==> src/rtl/commit_wb_arbiter.sv <==
`default_nettype none
// ============================================================================
// Module   : commit_wb_arbiter
// Purpose  : Round-robin arbiter that merges NUM_REQS commit sources into a
//            single registered writeback slot. Commits with wb=0 retire
//            immediately and are counted in nowb_count. Multi-beat commits
//            keep priority until their eop beat is accepted.
// Ports    : clk, reset             - clock, synchronous active-high reset
//            commit_*_in            - per-source commit payload + valid
//            commit_ready_out       - per-source accept (one-hot or zero)
//            wb_valid / wb_ready    - writeback handshake
//            wb_*                   - registered writeback payload
//            nowb_count             - retired wb=0 commits (wraps at 2^32)
// Revision : 1.0 - initial release
// ============================================================================
module commit_wb_arbiter #(
  parameter int NUM_REQS    = 3,
  parameter int NUM_THREADS = 4,
  parameter int NW_BITS     = 2,
  parameter int NR_BITS     = 6,
  parameter int UUID_BITS   = 44
) (
  input  logic                                      clk,
  input  logic                                      reset,
  input  logic [NUM_REQS-1:0]                       commit_valid_in,
  output logic [NUM_REQS-1:0]                       commit_ready_out,
  input  logic [NUM_REQS-1:0][UUID_BITS-1:0]        commit_uuid_in,
  input  logic [NUM_REQS-1:0][NW_BITS-1:0]          commit_wid_in,
  input  logic [NUM_REQS-1:0][NUM_THREADS-1:0]      commit_tmask_in,
  input  logic [NUM_REQS-1:0][31:0]                 commit_PC_in,
  input  logic [NUM_REQS-1:0][NR_BITS-1:0]          commit_rd_in,
  input  logic [NUM_REQS-1:0]                       commit_wb_in,
  input  logic [NUM_REQS-1:0]                       commit_eop_in,
  input  logic [NUM_REQS-1:0][NUM_THREADS*32-1:0]   commit_data_in,
  output logic                                      wb_valid,
  input  logic                                      wb_ready,
  output logic [UUID_BITS-1:0]                      wb_uuid,
  output logic [NW_BITS-1:0]                        wb_wid,
  output logic [NUM_THREADS-1:0]                    wb_tmask,
  output logic [31:0]                               wb_PC,
  output logic [NR_BITS-1:0]                        wb_rd,
  output logic                                      wb_eop,
  output logic [NUM_THREADS*32-1:0]                 wb_data,
  output logic [31:0]                               nowb_count
);

  localparam int                 C_PTR_W     = (NUM_REQS > 1) ? $clog2(NUM_REQS) : 1;
  localparam logic [C_PTR_W:0]   C_NUM_REQS  = (C_PTR_W+1)'(NUM_REQS);
  localparam logic [C_PTR_W-1:0] C_LAST_IDX  = C_PTR_W'(NUM_REQS - 1);

  // control state
  logic [C_PTR_W-1:0]       rr_ptr_q, rr_ptr_d;
  logic                     wb_valid_q, wb_valid_d;
  logic [31:0]              nowb_count_q, nowb_count_d;

  // output slot payload (no reset needed; qualified by wb_valid_q)
  logic [UUID_BITS-1:0]     wb_uuid_q, wb_uuid_d;
  logic [NW_BITS-1:0]       wb_wid_q, wb_wid_d;
  logic [NUM_THREADS-1:0]   wb_tmask_q, wb_tmask_d;
  logic [31:0]              wb_PC_q, wb_PC_d;
  logic [NR_BITS-1:0]       wb_rd_q, wb_rd_d;
  logic                     wb_eop_q, wb_eop_d;
  logic [NUM_THREADS*32-1:0] wb_data_q, wb_data_d;

  logic                     w_found;
  logic [C_PTR_W-1:0]       w_sel;
  logic [C_PTR_W:0]         w_cand;
  logic                     w_out_ready;
  logic                     w_sel_wb;
  logic                     w_grant;

  // Priority scan starting at rr_ptr_q. The candidate index is kept one bit
  // wider so rr_ptr + i cannot overflow before the modulo correction.
  always_comb begin
    w_found = 1'b0;
    w_sel   = '0;
    w_cand  = '0;
    for (int i = 0; i < NUM_REQS; i++) begin
      w_cand = {1'b0, rr_ptr_q} + (C_PTR_W+1)'(i);
      if (w_cand >= C_NUM_REQS) begin
        w_cand = w_cand - C_NUM_REQS;
      end
      if (!w_found && commit_valid_in[w_cand[C_PTR_W-1:0]]) begin
        w_found = 1'b1;
        w_sel   = w_cand[C_PTR_W-1:0];
      end
    end
  end

  // Only the highest-priority valid source may be granted. If it needs the
  // slot and the slot is blocked, nothing is granted: lower-priority wb=0
  // sources must not overtake it.
  always_comb begin
    w_out_ready = ~wb_valid_q | wb_ready;
    w_sel_wb    = commit_wb_in[w_sel];
    w_grant     = w_found & ~reset & (~w_sel_wb | w_out_ready);

    commit_ready_out = '0;
    if (w_grant) begin
      commit_ready_out[w_sel] = 1'b1;
    end
  end

  always_comb begin
    rr_ptr_d     = rr_ptr_q;
    nowb_count_d = nowb_count_q;
    wb_valid_d   = wb_valid_q;
    wb_uuid_d    = wb_uuid_q;
    wb_wid_d     = wb_wid_q;
    wb_tmask_d   = wb_tmask_q;
    wb_PC_d      = wb_PC_q;
    wb_rd_d      = wb_rd_q;
    wb_eop_d     = wb_eop_q;
    wb_data_d    = wb_data_q;

    // Pointer moves past a source only once its final beat is taken, so a
    // multi-beat source stays at the head of the scan.
    if (w_grant && commit_eop_in[w_sel]) begin
      rr_ptr_d = (w_sel == C_LAST_IDX) ? '0 : w_sel + C_PTR_W'(1);
    end

    if (w_grant && !w_sel_wb) begin
      nowb_count_d = nowb_count_q + 32'd1;
    end

    if (w_grant && w_sel_wb) begin
      wb_valid_d = 1'b1;
      wb_uuid_d  = commit_uuid_in[w_sel];
      wb_wid_d   = commit_wid_in[w_sel];
      wb_tmask_d = commit_tmask_in[w_sel];
      wb_PC_d    = commit_PC_in[w_sel];
      wb_rd_d    = commit_rd_in[w_sel];
      wb_eop_d   = commit_eop_in[w_sel];
      wb_data_d  = commit_data_in[w_sel];
    end else if (wb_ready) begin
      wb_valid_d = 1'b0;
    end
  end

  always_ff @(posedge clk) begin
    if (reset) begin
      rr_ptr_q     <= '0;
      wb_valid_q   <= 1'b0;
      nowb_count_q <= '0;
    end else begin
      rr_ptr_q     <= rr_ptr_d;
      wb_valid_q   <= wb_valid_d;
      nowb_count_q <= nowb_count_d;
    end
  end

  always_ff @(posedge clk) begin
    wb_uuid_q  <= wb_uuid_d;
    wb_wid_q   <= wb_wid_d;
    wb_tmask_q <= wb_tmask_d;
    wb_PC_q    <= wb_PC_d;
    wb_rd_q    <= wb_rd_d;
    wb_eop_q   <= wb_eop_d;
    wb_data_q  <= wb_data_d;
  end

  assign wb_valid   = wb_valid_q;
  assign wb_uuid    = wb_uuid_q;
  assign wb_wid     = wb_wid_q;
  assign wb_tmask   = wb_tmask_q;
  assign wb_PC      = wb_PC_q;
  assign wb_rd      = wb_rd_q;
  assign wb_eop     = wb_eop_q;
  assign wb_data    = wb_data_q;
  assign nowb_count = nowb_count_q;

endmodule
`default_nettype wire
==> config.mk <==
export PLATFORM = sky130hd
export DESIGN_NAME = commit_wb_arbiter
export DESIGN_NICKNAME = d
export VERILOG_FILES = /design/src/rtl/commit_wb_arbiter.sv
export SDC_FILE = /design/constraint.sdc
export NUM_CORES = 1
export LEC_CHECK = 0
export BUFFER_PORTS_ARGS = -buffer_cell sky130_fd_sc_hd__buf_2
export CAP_MARGIN = 20
export CORE_AREA = 5 5 353 355
export DETAILED_ROUTE_END_ITERATION = 6
export DIE_AREA = 0 0 358 360
export SETUP_SLACK_MARGIN = 0.02
export SLEW_MARGIN = 20
export SYNTH_ARGS = -nofsm -noshare
export SYNTH_HDL_FRONTEND = slang
export SYNTH_SLANG_ARGS = --single-unit
==> constraint.sdc <==
create_clock -name clk -period 23.1 [get_ports clk]
set_clock_uncertainty 0.1 [all_clocks]
set_input_delay 3.465 -clock clk [delete_from_list [all_inputs] [get_ports clk]]
set_output_delay 3.465 -clock clk [all_outputs]
set_load 0.005 [all_outputs]
==> results.cfg <==
[sta]
worst_pin_slew_ps = 1001
rsz0062_at_grt = false
min_period_ps = 9390
relSlewSlack_pct = 33.24
fmax_mhz = 106.5
setup_violations = 0
maxSlewViolCount = 0
finalCritPeriodShare_pct = 40.65
hold_viol = 0
final.setup.tns_ps = 0

[place]
place.gp.congestion = 0.9046
port_buffers = 912
hpwl_um = 67720

[power_and_ir_drop]
peakVddDrop_v = 0.0001135
p_leak_nw = 9.162
p_per_area_mw_per_mm2 = 123.0

[global_route]
globalRouteMet1Util_pct = 14.86
use_met3_pct = 2.258
grt_usage_pct = 11.34
antenna_found_initial = 24
grt_pass1_vias = 12710
grt_pass1_wl_um = 102200
grt_max_degree = 123
gr-usage-met2_pct = 19.12
grt-busiest-layer = met2
grt_overflow_total = 0

[synth]
synthFlopType = edfxtp_1
netlist_area_sq_mm = 0.01307
syn_area_per_cell_sq_um = 10.88
synth_top_area_share_pct = 49.88
synth_top_cell_by_area = edfxtp_1
synth_cells = 1201
ys_ff_latch = 252
yosysMostFrequentCell = o21ai_0
synth_area_leaders = edfxtp_1, mux2i_1, o21ai_0
synth_warnings = 0
synth-edff-count = 217
syn_nets = 1866
synth_commonest_cells = o21ai_0, nand2_1, mux2i_1
ys_types = 49
ys_seq_area_share_pct = 55.24
synthArstFlopShare_pct = 0

[final_layout]
regArea_sq_mm = 0.007217
area_growth_pct = 56.27
nets = 2742
multi_input_area_sq_mm = 0.005448
fill_cells = 13580
final_util_pct = 16.86
drive_gt1_share_pct = 46.97

[cts]
cts_buffer_depth = 3
cts_tree = yes
clk_root_buffer_cell = clkbuf_16
postCtsHoldBufs = 0
cts.sinks = 252
clock_latency_ps = 620
path_clk_slew_ps = 60
numCtsBuffers = 31
post_cts_buffers = 0
cts_resized = 0
htreeDepth = 1

[route]
drt_wl_total_um = 78530
ant_nets = 0
routedWlPerCell_um = 21.07
drc = 0
vias_per_cell = 3.474
dr.pass1.iters = 6
drtIter0Drc = 729
vias = 12950

[die]
io_pins = 913
die_y_um = 360
core_area_sq_mm = 0.1211
placementRows = 128
dieArea_sq_mm = 0.1289
dieWidth_um = 358
initial_core_util_pct = 10.79

[worst_setup_path]
critPathKind = primary input to primary output
worstSetupStartpointType = primary input
arrival_ps = 5820
path_cells = buf_2 -> mux2i_1 -> mux2i_1 -> a311oi_4 -> or2_4 -> o21a_1 -> o21ai_0 -> nor3_1 -> buf_2
cp.required_ps = 19540
slowest_delay_ps = 480
cp_max_fo = 44
critPathCaptureType = primary output
ff2ff_setup_slack_ps = 18050
slowest_stage = or2_4

[run]
drv_cap = 0

[hold_path]
min_path_type = flop to flop

[status]
status = completed
cells by family (layout without fill, tap and decap cells):
logic type                 count (synthesis)  after routing  share of synthesized area [%]
and+or+nand+nor                          328            328                          10.93
AOI/OAI and AO/OA                        288            288                          11.99
DFF                                      252            252                          55.24
muxes                                    228            228                          17.73
buffers and inverters                     93            991                          3.170
xor gates and xnor gates                   7              7                         0.4693
adders and majority gates                  5              5                         0.4788
other                                      0              4                              0
area by class of cell:
cell class                      instances  area share [%]
Multi-Input combinational cell        856           26.68
Inverter                                9          0.1655
Antenna cell                            4         0.04903
Tap cell                             1625           9.958
Clock buffer                           43           4.271
Clock inverter                         12          0.6189
Sequential cell                       252           35.35
Timing Repair Buffer                  927           22.91
worst paths after layout:
check / to / depth (start not counted) / from
worst max-delay path: commit_ready_out[1] / 9 / commit_valid_in[1]
worst min-delay path: nowb_count[31]$_SDFFE_PP0P_ / 2 / nowb_count[31]$_SDFFE_PP0P_
worst max register to register: wb_data[37]$_DFFE_PP_ / 10 / rr_ptr_q[1]$_SDFFE_PP0P_
worst min register to register: nowb_count[31]$_SDFFE_PP0P_ / 2 / nowb_count[31]$_SDFFE_PP0P_
flip-flops by register name, indices dropped and copies added (netlist names):
signal,cells
rr_ptr_q,2
wb_tmask,4
wb_data,128
wb_rd,6
wb_wid,2
nowb_count,32
wb_uuid,44
wb_PC,32
wb_eop,1
wb_valid,1
cells in the final DEF, fill, tap and decap left out, types with 9 or more instances in the layout:
master / count
a21oi_1: 20
or3_1: 13
inv_1: 9
nand3_1: 12
buf_2: 912
o21ai_0: 234
mux2i_1: 222
nor2_1: 18
nand2_1: 232
clkbuf_16: 32
edfxtp_1: 217
buf_4: 15
dfxtp_1: 35
power breakdown:
part	internal [mW]	switching, mW
sequential	0.773	0.0546
combinational	0.396	0.794
clock	0.284	0.208
total	1.45	1.06
per-stage QoR:
step           std cells  hold slack [ps]  area, sq um  setup WS (ps)  total power, mW
5_1_grt             3726            421.7        20410          13510            2.686
3_3_place_gp        3669            368.2        19410          13720            2.052
6_report            3728            389.7        20420          13710            2.511
2_1_floorplan       1201            374.3        13070          12550            1.497
3_5_place_dp        3669            382.5        19410          13690            2.062
4_1_cts             3724            391.5        20410          13690            2.578
worst max-delay path, delay by kind of cell:
family	cells	cell delay (ps)
AOI/OAI and AO/OA	3	780
buffers and inverters	2	330
muxes	2	450
and+or+nand+nor	2	800
metal layers:
| metal | routed length, um | share of wire, % |
|---|---|---|
| met1 | 33800 | 43 |
| met2 | 37150 | 47 |
| met3 | 5779 | 7.4 |
| met4 | 1774 | 2.3 |
| met5 | 26 | 0.033 |
Power figures use the tool's default switching activity.
